--- config.mk ---
export PLATFORM = sky130hd
export DESIGN_NAME = cgra_cfg_arbiter
export DESIGN_NICKNAME = d
export VERILOG_FILES = /design/src/rtl/cgra_cfg_arbiter.sv
export SDC_FILE = /design/constraint.sdc
export NUM_CORES = 1
export LEC_CHECK = 0
export ABC_AREA = 0
export CORE_AREA = 2 2 169 171
export CTS_CLUSTER_DIAMETER = 40
export DETAILED_ROUTE_END_ITERATION = 10
export DIE_AREA = 0 0 171 173
export HOLD_SLACK_MARGIN = 0.05
export PLACE_DENSITY = 0.69
export SLEW_MARGIN = 20
export SYNTH_ARGS = -nofsm -noshare
export SYNTH_HDL_FRONTEND = slang
export SYNTH_SLANG_ARGS = --single-unit
--- constraint.sdc ---
create_clock -name clk -period 7.35 [get_ports clk]
set_clock_uncertainty 0.2 [all_clocks]
set_input_delay 0.735 -clock clk [delete_from_list [all_inputs] [get_ports clk]]
set_output_delay 0.735 -clock clk [all_outputs]
set_load 0.005 [all_outputs]
--- src/rtl/cgra_cfg_arbiter.sv ---
// Round-robin arbiter sharing one PRR's CGRA configuration port among NUM_REQ requesters.
// Writes are posted for one cycle; a read holds the port until its response pulse.
module cgra_cfg_arbiter #(
  parameter int NUM_REQ             = 4,
  parameter int CGRA_CFG_ADDR_WIDTH = 32,
  parameter int CGRA_CFG_DATA_WIDTH = 32,
  parameter int RD_LATENCY          = 1
) (
  input  logic                                   clk,
  input  logic                                   reset,
  input  logic [NUM_REQ-1:0]                     req_valid,
  input  logic [NUM_REQ-1:0]                     req_wr,
  input  logic [NUM_REQ*CGRA_CFG_ADDR_WIDTH-1:0] req_addr,
  input  logic [NUM_REQ*CGRA_CFG_DATA_WIDTH-1:0] req_wdata,
  output logic [NUM_REQ-1:0]                     req_ready,
  output logic [NUM_REQ-1:0]                     rsp_valid,
  output logic [CGRA_CFG_DATA_WIDTH-1:0]         rsp_data,
  output logic                                   cfg_wr_en,
  output logic [CGRA_CFG_ADDR_WIDTH-1:0]         cfg_wr_addr,
  output logic [CGRA_CFG_DATA_WIDTH-1:0]         cfg_wr_data,
  output logic                                   cfg_rd_en,
  output logic [CGRA_CFG_ADDR_WIDTH-1:0]         cfg_rd_addr,
  input  logic [CGRA_CFG_DATA_WIDTH-1:0]         cfg_rd_data,
  output logic                                   busy
);

  localparam int AW    = CGRA_CFG_ADDR_WIDTH;
  localparam int DW    = CGRA_CFG_DATA_WIDTH;
  localparam int IDX_W = (NUM_REQ > 1) ? $clog2(NUM_REQ) : 1;
  localparam int CNT_W = $clog2(RD_LATENCY + 1);

  typedef enum logic {
    IDLE    = 1'b0,
    RD_WAIT = 1'b1
  } state_t;

  state_t             state;
  logic [IDX_W-1:0]   rr_ptr;
  logic [IDX_W-1:0]   owner;
  logic [CNT_W-1:0]   rd_cnt;

  logic               grant_found;
  logic [IDX_W-1:0]   grant_idx;
  logic [NUM_REQ-1:0] grant_oh;
  logic [IDX_W-1:0]   next_ptr;
  logic               accept;
  logic               sel_wr;
  logic [AW-1:0]      sel_addr;
  logic [DW-1:0]      sel_wdata;
  int                 cand;

  // Scan requesters starting at rr_ptr, wrapping modulo NUM_REQ; first valid one wins.
  always_comb begin
    // NOTE: every always_comb output gets a default first so no latch is inferred.
    grant_found = 1'b0;
    grant_idx   = '0;
    cand        = 0;
    for (int k = 0; k < NUM_REQ; k++) begin
      cand = int'(rr_ptr) + k;
      if (cand >= NUM_REQ) cand = cand - NUM_REQ;
      if (!grant_found && req_valid[cand]) begin
        grant_found = 1'b1;
        grant_idx   = IDX_W'(cand);
      end
    end
  end

  always_comb begin
    grant_oh  = '0;
    sel_wr    = 1'b0;
    sel_addr  = '0;
    sel_wdata = '0;
    for (int i = 0; i < NUM_REQ; i++) begin
      if (int'(grant_idx) == i) begin
        grant_oh[i] = grant_found;
        sel_wr      = req_wr[i];
        sel_addr    = req_addr[i*AW +: AW];
        sel_wdata   = req_wdata[i*DW +: DW];
      end
    end
  end

  // Reset gates the grant so nothing is offered while the state registers are being cleared.
  assign req_ready = (!reset && state == IDLE) ? grant_oh : '0;
  assign accept    = |req_ready;
  assign next_ptr  = (grant_idx == IDX_W'(NUM_REQ - 1)) ? '0 : grant_idx + IDX_W'(1);
  assign busy      = (state != IDLE) || cfg_wr_en;

  always_ff @(posedge clk) begin
    // NOTE: sequential state is updated with non-blocking assignments only.
    if (reset) begin
      state       <= IDLE;
      rr_ptr      <= '0;
      owner       <= '0;
      rd_cnt      <= '0;
      rsp_valid   <= '0;
      rsp_data    <= '0;
      cfg_wr_en   <= 1'b0;
      cfg_wr_addr <= '0;
      cfg_wr_data <= '0;
      cfg_rd_en   <= 1'b0;
      cfg_rd_addr <= '0;
    end else begin
      cfg_wr_en <= 1'b0;
      rsp_valid <= '0;
      case (state)
        IDLE: begin
          if (accept) begin
            rr_ptr <= next_ptr;
            if (sel_wr) begin
              cfg_wr_en   <= 1'b1;
              cfg_wr_addr <= sel_addr;
              cfg_wr_data <= sel_wdata;
            end else begin
              owner       <= grant_idx;
              cfg_rd_en   <= 1'b1;
              cfg_rd_addr <= sel_addr;
              rd_cnt      <= CNT_W'(1);
              state       <= RD_WAIT;
            end
          end
        end
        RD_WAIT: begin
          // The last enable cycle samples the read data; the response follows one cycle later.
          if (rd_cnt == CNT_W'(RD_LATENCY)) begin
            cfg_rd_en        <= 1'b0;
            rsp_valid[owner] <= 1'b1;
            rsp_data         <= cfg_rd_data;
            rd_cnt           <= '0;
            state            <= IDLE;
          end else begin
            rd_cnt <= rd_cnt + CNT_W'(1);
          end
        end
        default: state <= IDLE;
      endcase
    end
  end

  a_wr_rd_exclusive: assert property (@(posedge clk) disable iff (reset)
    !(cfg_wr_en && cfg_rd_en));
  a_rsp_onehot: assert property (@(posedge clk) disable iff (reset)
    $onehot0(rsp_valid));

endmodule

==> summary.txt <==
Status = finished, final reports clean
Reg2reg path depth = 9
FF-to-FF End = cfg_wr_data[28]
Initial Utilization = 24.1%
EDFF count, synth = 0
Worst slew pin tran = 0.950 ns
Gate power share = 41.3%
TritonCTS buffer count = 17
First-pass iteration count of the detailed router = 6
Post-synthesis sequential area ratio = 42.0%
Hold Crit Endpoint = cfg_rd_en
Post-Syn Area = 6670 um2
Dominant cell type by area after synthesis = dfxtp_1
CP endpoint kind = output pin
Async set-or-reset flop fraction in the synthesized netlist = 0%
Placed Cells = 1410
Row cnt = 61
Worst r2r src = rr_ptr[1]
Wire length on met1 = 11.7 mm
Setup ws final = 2.23 ns
Syn Inst Count = 656
# Post-CTS Setup Buffers = 0
Startpoint types = input pin
Metal3 WL = 2.45 mm
Worst min path class = reg -> reg
Hold Crit Start = cfg_rd_en
Layout fillers = 2707
Clock latency on the worst-skew pair = 0.42 ns
CP Max Fanout = 46
Top Layer Used = met4
Final setup violation count = 0
DIE AREA = 29600 um2
# DRC = 0
Met2 wire length = 13.9 mm
Top cells by count, synth = 140 x dfxtp_1, 102 x nand2b_1, 99 x mux2i_1, 46 x clkbuf_1, 33 x or3_1
Total Routed Length = 28.6 mm
Worst slack, placed = 2.16 ns
Via density = 4.79
Top-count cell post-synth = dfxtp_1
Clock transition at path regs = 0.06 ns
Mapped Avg Cell Area = 10.2 um2
# nets final = 1353
Hold depth = 2
Flops & latches, synth = 140
Total track usage = 18.6%
Die W = 171 um
Clock Tree Buf Depth = 2
Switching Share = 33.5%
Congestion Overflow GR = 0
Core Area = 27600 um2
Internal = 2150 uW
Sw Pwr = 1080 uW
DP Wirelength = 21.0 mm
Detailed-route via count = 6919
Clk pwr share = 27.8%
VDD IR max = 0.185 mV
Maxcap violations = 0
Post-route ant nets = 0
Number of distinct library cells after synthesis = 38
Fmax = 195 MHz
Routability cong. = 0.786
Mapped Nets = 958
Max H-tree Level = 4
Ranking of synthesized cells by area = dfxtp_1 42%, mux2i_1 15%, nand2b_1 9.6%, a221o_1 4.8%, a221oi_1 4.2%
Initial antenna violation count = 2
Final Slew Violations = 0
Power Total = 3230 uW
RSZ-0062 raised after global routing = false
# IOs = 437
CTS tree = built
Clock Sinks = 140
Root Driver = clkbuf_16
Crit path arrival time = 4.19 ns
Seq pwr share = 30.9%
WP data required = 6.41 ns
Area Overhead vs Synth = 78.5%
Initial drt markers = 254
Min cycle time layout = 5.12 ns
Reg2reg setup slack = 3.21 ns
Number of global-route vias before repair = 7076
Crit share post-route = 69.7%
Port bufs = 436
Synth Flop Type = dfxtp_1
Leakage = 0.00470 uW
Largest net degree at the start of global routing = 80
Final hold vios = 0
Pwr/cell area = 271 nW/um2
Final Non-Filler Cells = 1444
Wire length per cell = 19.8 um
Die Y-Extent = 173 um
Hold Buf Count CTS = 0
YS warnings = 0
Resize count post-CTS = 0
Crit Path Class = in -> out
Layout cells sized above 1 = 5.17%
First-pass GRT wire length = 42.0 mm
Setup TNS = 0 ns
Synth top area share = 42.0%
Relative slew slack = 36.7%
[layer usage]
metal	track usage [%]	vias up
met4	5.54	0
met3	5.75	30
met5	0	-
met2	32.4	305
met1	21.6	3266
li1	-	3318
[per-stage QoR]
step | hold slack [ns] | util, % | area [um2]
after floorplan | 0.229 | - | 6670
after detailed placement | 0.244 | 40.9 | 11300
after global routing | 0.294 | 43.1 | 11900
after CTS | 0.268 | 43.0 | 11900
final | 0.266 | 43.1 | 11900
after global placement | 0.235 | 40.9 | 11300
[sequential cells by signal, summed over array words and instances, names as in the netlist, 2 cells and up]
name / cells
cfg_wr_data: 32
cfg_rd_addr: 32
rr_ptr: 2
rsp_data: 32
owner: 2
rsp_valid: 4
cfg_wr_addr: 32
[layout make-up]
| cell class | instances | area, um2 | area share (%) |
|---|---|---|---|
| clock inverters | 15 | 179 | 1.50 |
| well taps | 378 | 473 | 3.98 |
| repair buffers | 445 | 4430 | 37.2 |
| flip-flops and latches | 140 | 2800 | 23.6 |
| clock buffers | 17 | 425 | 3.58 |
| inverters | 6 | 22.5 | 0.189 |
| multi-input cells | 441 | 3560 | 29.9 |
| diodes | 2 | 5.00 | 0.0421 |
[power groups by stage]
stage | Sequential (uW) | Combinational [uW] | Clock, uW
2_1_floorplan | 1010 | 682 | 0
6_report | 998 | 1330 | 896
5_1_grt | 1020 | 1440 | 950
3_5_place_dp | 1010 | 1350 | 0
4_1_cts | 999 | 1350 | 918
3_3_place_gp | 1010 | 1340 | 0
[worst max-delay path, stage by stage]
cell             delay (ns)
clkdlybuf4s50_1        0.54
nand2b_1               0.15
a21oi_1                0.05
o32ai_1                0.72
inv_1                  0.15
ha_1                   0.27
inv_2                  0.36
buf_4                  0.54
nor4_1                 0.15
clkdlybuf4s50_1        0.48
[worst max-delay path by stage]
stage                       startpoint               to  slack (ns)  cells past startpoint
after floorplan           req_valid[2]     req_ready[1]        3.92                      9
after global placement    req_valid[1]  cfg_wr_addr[11]        2.27                     11
after detailed placement  req_valid[1]     req_ready[3]        2.16                     10
after CTS                 req_valid[1]     req_ready[3]        2.17                     10
after global routing      req_valid[1]     req_ready[3]        1.91                     10
final                     req_valid[1]     req_ready[3]        2.23                     10
[logic make-up after synthesis]
family / Yosys count / synth area share (%)
adder cells (fa/ha/maj): 4 / 0.751
flip-flops: 140 / 42.0
multiplexers: 99 / 14.9
AO/OA/AOI/OAI: 173 / 21.7
AND/OR/NAND/NOR: 165 / 15.4
buffers and inverters: 75 / 5.26
[placed cells by master, fill, tap and decap left out, drive strengths merged, types with 5 or more instances in the layout]
cell type        n
dfxtp          140
a21oi            6
mux2i           99
a221o           32
nor4             5
or3             33
a221oi          32
buf             10
clkbuf          17
o221ai          32
inv             13
clkdlybuf4s50  435
o22ai           32
nor2             7
nand2b         102
a22o            32
Power figures use the tool's default switching activity.
